[src/rtl/spi_master_ctrl.sv]
// Purpose : SPI master sequencer (modes 0-3) framing one D_PACK-bit MSB-first exchange per START.
// Latency : CS_N falls on the START-accept edge; DONE pulses CLK_DIV*(2*D_PACK+2) cycles later as CS_N rises.
// Backpr. : none; START is only looked at in IDLE, so requests made while BUSY are dropped, not queued.
//
// Ports:
//   i_clk      system clock, rising edge only
//   i_rst      synchronous active-high reset
//   i_start    transfer request (honoured in IDLE only)
//   i_tx_data  word to shift out, captured when START is accepted
//   i_c_pol    SCLK idle level, captured when START is accepted
//   i_c_ph     0: sample on leading edge, 1: sample on trailing edge; captured at accept
//   i_miso     serial data from the slave
//   o_sclk     serial clock
//   o_mosi     serial data to the slave
//   o_cs_n     active-low chip select
//   o_rx_data  last complete received word
//   o_busy     high while a frame is in progress
//   o_done     one-cycle completion strobe, coincident with CS_N rising
module spi_master_ctrl #(
    parameter int D_PACK  = 8,
    parameter int CLK_DIV = 4
) (
    input  logic              i_clk,
    input  logic              i_rst,
    input  logic              i_start,
    input  logic [D_PACK-1:0] i_tx_data,
    input  logic              i_c_pol,
    input  logic              i_c_ph,
    input  logic              i_miso,
    output logic              o_sclk,
    output logic              o_mosi,
    output logic              o_cs_n,
    output logic [D_PACK-1:0] o_rx_data,
    output logic              o_busy,
    output logic              o_done
);

    // A one-bit counter still works for CLK_DIV=1: it never leaves zero, so every cycle ticks.
    localparam int CNT_W = (CLK_DIV > 1) ? $clog2(CLK_DIV) : 1;
    localparam int TOG_W = $clog2(2 * D_PACK + 1);

    localparam logic [CNT_W-1:0] CNT_LAST = CNT_W'(CLK_DIV - 1);
    localparam logic [TOG_W-1:0] TOG_LAST = TOG_W'(2 * D_PACK - 1);

    typedef enum logic [1:0] {
        S_IDLE  = 2'd0,
        S_SETUP = 2'd1,
        S_XFER  = 2'd2,
        S_HOLD  = 2'd3
    } state_t;

    state_t            r_state;
    state_t            w_state_nxt;

    logic [CNT_W-1:0]  r_cnt;      // cycles spent in the current half-period
    logic [TOG_W-1:0]  r_tog;      // SCLK toggles already issued in this frame
    logic [D_PACK-2:0] r_tx_sh;    // bits still to be presented after the one on MOSI
    logic [D_PACK-1:0] r_rx_sh;
    logic [D_PACK-1:0] r_rx_data;
    logic              r_cpha;
    logic              r_sclk;
    logic              r_mosi;
    logic              r_cs_n;
    logic              r_busy;
    logic              r_done;

    logic              w_tick;
    logic              w_accept;
    logic              w_toggle;
    logic              w_finish;
    logic              w_lead;
    logic              w_first;
    logic              w_last;
    logic              w_sample;
    logic              w_advance;

    assign w_tick = (r_cnt == CNT_LAST);

    // Properties of the toggle about to be issued (number r_tog+1):
    // odd-numbered toggles are leading edges.
    assign w_lead  = ~r_tog[0];
    assign w_first = (r_tog == '0);
    assign w_last  = (r_tog == TOG_LAST);

    // CPHA=0: slave data is valid before the leading edge, so capture there and
    // move MOSI on the trailing edge. CPHA=1 shifts the whole scheme by one edge.
    assign w_sample  = w_toggle & (w_lead ^ r_cpha);
    assign w_advance = w_toggle & (r_cpha ? (w_lead & ~w_first) : (~w_lead & ~w_last));

    // ------------------------------------------------------------------
    // FSM: state register
    // ------------------------------------------------------------------
    always_ff @(posedge i_clk) begin
        if (i_rst) begin
            r_state <= S_IDLE;
        end else begin
            r_state <= w_state_nxt;
        end
    end

    // ------------------------------------------------------------------
    // FSM: next state and per-cycle strobes
    // ------------------------------------------------------------------
    always_comb begin
        w_state_nxt = r_state;
        w_accept    = 1'b0;
        w_toggle    = 1'b0;
        w_finish    = 1'b0;
        case (r_state)
            S_IDLE: begin
                if (i_start) begin
                    w_accept    = 1'b1;
                    w_state_nxt = S_SETUP;
                end
            end
            S_SETUP: begin
                if (w_tick) begin
                    w_state_nxt = S_XFER;
                end
            end
            S_XFER: begin
                if (w_tick) begin
                    w_toggle = 1'b1;
                    if (w_last) begin
                        w_state_nxt = S_HOLD;
                    end
                end
            end
            S_HOLD: begin
                if (w_tick) begin
                    w_finish    = 1'b1;
                    w_state_nxt = S_IDLE;
                end
            end
            default: begin
                w_state_nxt = S_IDLE;
            end
        endcase
    end

    // ------------------------------------------------------------------
    // Half-period timer: free-runs in every non-IDLE state, so SETUP,
    // each SCLK half-period and HOLD are all exactly CLK_DIV cycles.
    // ------------------------------------------------------------------
    always_ff @(posedge i_clk) begin
        if (i_rst) begin
            r_cnt <= '0;
        end else if (r_state == S_IDLE || w_tick) begin
            r_cnt <= '0;
        end else begin
            r_cnt <= r_cnt + 1'b1;
        end
    end

    // ------------------------------------------------------------------
    // SCLK generation and toggle count
    // ------------------------------------------------------------------
    always_ff @(posedge i_clk) begin
        if (i_rst) begin
            r_sclk <= 1'b0;
            r_tog  <= '0;
            r_cpha <= 1'b0;
        end else if (w_accept) begin
            r_sclk <= i_c_pol;
            r_tog  <= '0;
            r_cpha <= i_c_ph;
        end else if (w_toggle) begin
            r_sclk <= ~r_sclk;
            r_tog  <= r_tog + 1'b1;
        end
    end

    // ------------------------------------------------------------------
    // Transmit path: MSB goes straight onto MOSI at accept; the rest
    // waits in r_tx_sh and is presented one bit per advance.
    // MOSI is left untouched after the frame.
    // ------------------------------------------------------------------
    always_ff @(posedge i_clk) begin
        if (i_rst) begin
            r_tx_sh <= '0;
            r_mosi  <= 1'b0;
        end else if (w_accept) begin
            r_tx_sh <= i_tx_data[D_PACK-2:0];
            r_mosi  <= i_tx_data[D_PACK-1];
        end else if (w_advance) begin
            r_tx_sh <= r_tx_sh << 1;
            r_mosi  <= r_tx_sh[D_PACK-2];
        end
    end

    // ------------------------------------------------------------------
    // Receive path: MSB-first shift register, cleared per frame so a
    // reset-aborted partial word can never leak into a later result.
    // ------------------------------------------------------------------
    always_ff @(posedge i_clk) begin
        if (i_rst) begin
            r_rx_sh <= '0;
        end else if (w_accept) begin
            r_rx_sh <= '0;
        end else if (w_sample) begin
            r_rx_sh <= {r_rx_sh[D_PACK-2:0], i_miso};
        end
    end

    // ------------------------------------------------------------------
    // Framing and host handshake
    // ------------------------------------------------------------------
    always_ff @(posedge i_clk) begin
        if (i_rst) begin
            r_cs_n    <= 1'b1;
            r_busy    <= 1'b0;
            r_done    <= 1'b0;
            r_rx_data <= '0;
        end else begin
            r_done <= w_finish;
            if (w_accept) begin
                r_cs_n <= 1'b0;
                r_busy <= 1'b1;
            end else if (w_finish) begin
                r_cs_n    <= 1'b1;
                r_busy    <= 1'b0;
                r_rx_data <= r_rx_sh;
            end
        end
    end

    assign o_sclk    = r_sclk;
    assign o_mosi    = r_mosi;
    assign o_cs_n    = r_cs_n;
    assign o_rx_data = r_rx_data;
    assign o_busy    = r_busy;
    assign o_done    = r_done;

endmodule

[config.mk]
export PLATFORM = sky130hd
export DESIGN_NAME = spi_master_ctrl
export DESIGN_NICKNAME = d
export VERILOG_FILES = /design/src/rtl/spi_master_ctrl.sv
export SDC_FILE = /design/constraint.sdc
export NUM_CORES = 1
export LEC_CHECK = 0
export CAP_MARGIN = 15
export CORE_ASPECT_RATIO = 0.9
export CORE_MARGIN = 3
export CORE_UTILIZATION = 36
export CTS_CLUSTER_SIZE = 25
export DETAILED_ROUTE_END_ITERATION = 7
export PLACE_DENSITY_LB_ADDON = 0.12
export SLEW_MARGIN = 20
export SYNTH_ARGS = -nofsm -noshare
export SYNTH_HDL_FRONTEND = slang
export SYNTH_SLANG_ARGS = --single-unit
[constraint.sdc]
create_clock -name i_clk -period 4.2 [get_ports i_clk]
set_input_delay 0.42 -clock i_clk [delete_from_list [all_inputs] [get_ports i_clk]]
set_output_delay 0.42 -clock i_clk [all_outputs]
set_load 0.02 [all_outputs]
Word-level counts from Yosys, hierarchy flattened
Cells that the tools add are included.
{"block": "word_totals", "regBits": 38, "out_inout_bits": 13}
{"block": "op_classes", "n_addsub": 2, "n_eq_ne": 10, "n_mux": 22, "bitwise": 10, "reduce_logical": 10}
{"cell": "$mux 1", "n": 14}
{"cell": "$mux 7", "n": 2}
{"cell": "$mux 2", "n": 5}
{"cell": "$ne 2x2->1 const B", "n": 5}
{"cell": "$pmux 2 s4", "n": 1}
{"cell": "$eq 2x2->1 const B", "n": 3}
{"cell": "$reduce_bool 2->1", "n": 3}
{"cell": "$add 5x1->5 const B", "n": 1}
{"cell": "$eq 5x4->1 const B", "n": 1}
{"cell": "$logic_not 5->1", "n": 1}
{"cell": "$not 1->1", "n": 5}
{"cell": "$reduce_and 5->1", "n": 1}
{"cell": "$and 1x1->1", "n": 4}
{"cell": "$reduce_or 2->1", "n": 2}
{"cell": "$add 2x1->2 const B", "n": 1}
{"cell": "$eq 2x1->1 const B", "n": 1}
{"cell": "$logic_not 2->1", "n": 1}
{"cell": "$reduce_and 2->1", "n": 1}
{"cell": "$logic_or 1x1->1", "n": 1}
{"cell": "$xor 1x1->1", "n": 1}

Logic depth before layout (Yosys ltp)
{"block": "depth", "word_depth": 7, "mapped_depth": 7}

Worst setup path after synthesis
No wires, ideal clock.
{"block": "synth_timing", "path_kind": "flip-flop to flip-flop", "from": "reg r_tog[0]", "to": "reg r_mosi, in the netlist o_mosi", "setup_time_ns": 0.121, "arrival_ns": 1.833, "required_ns": 4.079, "setup_slack_ns": 2.246, "path_stages_with_launch": 8, "n_path_buf": 0, "cell_sequence": "dfxtp_1 -> ha_1 -> and3_1 -> ha_1 -> or3b_1 -> o22ai_2 -> nor2_4 -> mux2_4"}
{"block": "synth_between", "elab_chain_cells": 6}
{"element": "start: declaration", "line_no": "56", "source": "logic [TOG_W-1:0] r_tog;"}
{"element": "start signal: assignment", "line_no": "169", "source": "r_tog <= r_tog + 1'b1;"}
{"element": "$eq 5x4->1 or $logic_not 5->1 (tied branches)", "line_no": "83, 82"}
{"element": "$not 1->1", "line_no": "88", "source": "assign w_advance = w_toggle & (r_cpha ? (w_lead & ~w_first) : (~w_lead & ~w_last));"}
{"element": "$and 1x1->1", "line_no": "88"}
{"element": "$mux 1 (*)", "line_no": "88"}
{"element": "$and 1x1->1 (*)", "line_no": "88"}
{"element": "$reduce_bool 2->1 (no source line) (*)"}
{"element": "end signal: assignment", "line_no": "184", "source": "r_mosi <= i_tx_data[D_PACK-1];"}
{"element": "end signal: assignment", "line_no": "187", "source": "r_mosi <= r_tx_sh[D_PACK-2];"}
{"element": "end: declaration", "line_no": "62", "source": "logic r_mosi;"}
Mark *: on every way between the ends. The rest lies on a longest branch, timed or not.
A chain may end at the register's enable or synchronous reset.

Worst setup path after layout
Same ends and word-level chain as after synthesis.

==> metrics.md <==
| Metric | Value |
|---|---|
| Status | `completed` |
| # port buffers | `26` |
| Max Buffers Root-to-Sink | `2` |
| Starting Density | `37.79%` |
| First-pass GRT wire length | `6368 um` |
| Final Net Count | `236` |
| Clock sink count | `38` |
| Worst-case register-to-register setup slack | `2.00 ns` |
| Combinational family with the most area after synthesis | `simple AND/OR/NAND/NOR gates` |
| # hold bufs at CTS | `0` |
| Area leader, netlist | `dfxtp_1` |
| CP Buf/Inv Count | `0` |
| Commonest non-fill, non-tap cells in the layout | `38 x nand2_1, 38 x dfxtp_1, 25 x clkdlybuf4s50_1, 17 x nor2_1, 17 x a21oi_1` |
| Sequential-to-total area share from yosys stat | `44.84%` |
| LEAKAGE | `0.7612 nW` |
| Routed Wire Length | `3624 um` |
| Htree depth | `2` |
| Reg2Reg Depth | `7` |
| Crit path DAT | `2.37 ns` |
| IR drop worst, VDD | `275.8 uV` |
| Reg-to-Reg End | `o_mosi` |
| Synth Area in Compound Gates | `8.850%` |
| DIE AREA | `0.005574 mm2` |
| CP required | `4.37 ns` |
| Area grow syn2layout | `23.89%` |
| # fillers | `468` |
| Slowest-stage cell, CP | `dfxtp_1` |
| Reg2Reg Launch Point | `r_tog[0]` |
| Number of global-route vias before repair | `1352` |
| Crit-path leading delay family | `simple AND/OR/NAND/NOR gates` |
| Antenna violations before repair | `0` |
| Gr ovfl total | `0` |
| DP Cell Count | `268` |
| Total chip power | `0.9939 mW` |
| Via count | `1316` |
| # resized after CTS | `0` |
| Syn avg cell area | `9.025 um2` |
| Core area | `0.004489 mm2` |
| Skew final | `0.009266 ns` |
| Hold Path Depth | `1` |
| Antenna Violating Nets Remaining | `0` |
| CP startpoint kind | `flop` |
| Primary FF master, synth | `dfxtp_1` |
| Post-synthesis mux area share | `11.50%` |
| Worst min path class | `reg -> reg` |
| Std cell rows | `23` |
| Largest cells by area after synthesis | `dfxtp_1 45%, nand2_1 8.4%, ha_1 6.6%, mux2_4 6.2%, mux2i_1 5.3%` |
| Synth Area in XOR/XNOR | `2.581%` |
| Clk root buf | `clkbuf_8` |
| Simple-gate share of the synthesized area | `22.05%` |
| Post-DP HPWL | `2587 um` |
| Type of the worst setup path | `reg -> reg` |
| Synth Area in Adders | `6.637%` |
| Num CTS Buffers | `5` |
| Worst slew pin tran | `0.7192 ns` |
| Post-synth cell types | `34` |
| CTS tree | `done` |
| Fin. Hold Viols | `0` |
| Worst stage delay on the critical path | `0.39 ns` |
| Syn Std Cell Area | `0.001697 mm2` |
| Initial DRC Count | `49` |
| Hold wc startpoint | `r_cnt[0]` |
| Post-synth top area share | `44.84%` |
| Max Transition Viols Final | `0` |
| Vias per std cell | `4.768` |
| Share of layout cells above drive strength 1 | `7.944%` |
| Max_slew headroom | `52.02%` |
| Synth Register Bits | `38` |
| N_diodes | `0` |
| Power density over the cells | `472.9 mW/mm2` |
| Source of the critical timing path | `r_tog[0]` |
| Ys async rst share | `0%` |
| DRC viols | `0` |
| Global placement routability congestion | `0.7421` |
| Die W | `78.37 um` |
| Setup Total Neg Slack | `0 ns` |
| IO Count | `27` |
| Fin crit share | `52.45%` |
| Cells along the critical path | `ha_1 > and3_1 > ha_1 > or3b_1 > o22ai_2 > nor2_4 > mux2_4` |
| Hold Path End | `r_cnt[0]` |
| Clock Pin Slew Worst Setup and Hold Paths | `0.07 ns` |
| Die Y | `71.13 um` |
| Drt wl/cell | `13.13 um` |
| Number of synthesized flops with an enable pin | `0` |
| Minimum clock period | `2.203 ns` |
| Max-cap violations | `0` |
| Final setup fails | `0` |
| Final Non-Filler Cells | `276` |
| First-pass detailed-route iteration total | `4` |
| Total Routing Usage GR | `14.24%` |
| CP endpoint kind | `flop` |
| Worst-skew pair later-pin latency | `0.28 ns` |
| CP dominant cell by count | `ha_1` |
| Worst Path Max Fanout | `7` |
| Post-CTS setup buffer count | `0` |
| F_max | `454.0 MHz` |
| Largest net degree at the start of global routing | `34` |
| RSZ-0062 raised after global routing | `false` |
| Syn nets | `211` |
| Synth warn | `0` |
| Post-Synthesis Cells | `188` |
## registers in the layout (all words and copies together) (netlist names), 2 cells and up
register / cells
r_tx_sh: 7
r_state: 2
r_tog: 5
r_cnt: 2
r_rx_sh: 8
o_rx_data: 8
## synthesized netlist by cell type (2+ instances only)
master    number
nand2_1       38
mux2_4         7
buf_2          3
nand2b_1       2
xor2_1         3
xnor2_1        2
ha_1           9
a21oi_1       17
inv_1          7
nor3_1         3
dfxtp_1       38
clkbuf_1       4
nor4b_1        2
mux2i_1        9
nor2_1        17
nor2b_1        7
a211oi_1       3
## where the power goes
part	internal [mW]	switching [mW]
clock	0.178	0.123
combinational	0.119	0.153
sequential	0.398	0.0237
total	0.694	0.299
## area by class of cell
type | instances | area, um2 | share of cell area [%]
Multi-Input combinational cell | 135 | 875.8 | 41.67
Sequential cell | 38 | 760.7 | 36.19
Timing Repair Buffer | 26 | 255.2 | 12.14
Tap cell | 62 | 77.57 | 3.690
Clock buffer | 7 | 76.32 | 3.631
Clock inverter | 1 | 30.03 | 1.429
Inverter | 7 | 26.28 | 1.250
## routing by layer
metal / track usage [%] / wire length [um] / share of wire (%) / up-vias
met4: 4.078 / 35 / 0.97 / 0
met5: 0 / 0 / 0 / -
met3: 3.435 / 100 / 2.8 / 5
met1: 19.34 / 1752 / 48 / 624
met2: 22.62 / 1735 / 48 / 16
li1: - / - / - / 671
## kinds of logic after synthesis
logic type | Yosys count
AOI/OAI and AO/OA | 25
xor gates and xnor gates | 5
adders and majority gates | 9
buffers and inverters | 15
DFF | 38
muxes | 16
and+or+nand+nor | 80
## worst register-to-register path: stages (launching register included)
cell,delay [ns]
dfxtp_1,0.39
ha_1,0.24
and3_1,0.18
ha_1,0.22
or3b_1,0.39
o22ai_2,0.20
nor2_4,0.12
mux2_4,0.34
## how the worst max path moves through the flow
stage	to	slack [ns]	cells past startpoint
2_1_floorplan	o_mosi	2.25	7
3_3_place_gp	r_tx_sh[0]	1.77	3
3_5_place_dp	r_tx_sh[0]	1.71	3
4_1_cts	o_mosi	2.00	7
5_1_grt	o_rx_data[5]	1.86	6
6_report	o_mosi	2.00	7
## through the flow
stage	util, %	cell area, um2	setup slack, ns	hold slack, ns
after detailed placement	44.57	2001	1.709	0.4104
final	46.82	2102	1.997	0.4164
after global routing	46.82	2102	1.855	0.4469
after floorplan	-	1697	2.246	0.3989
after global placement	44.57	2001	1.767	0.4081
after CTS	46.93	2107	1.995	0.4199
Power figures use the tool's default switching activity.
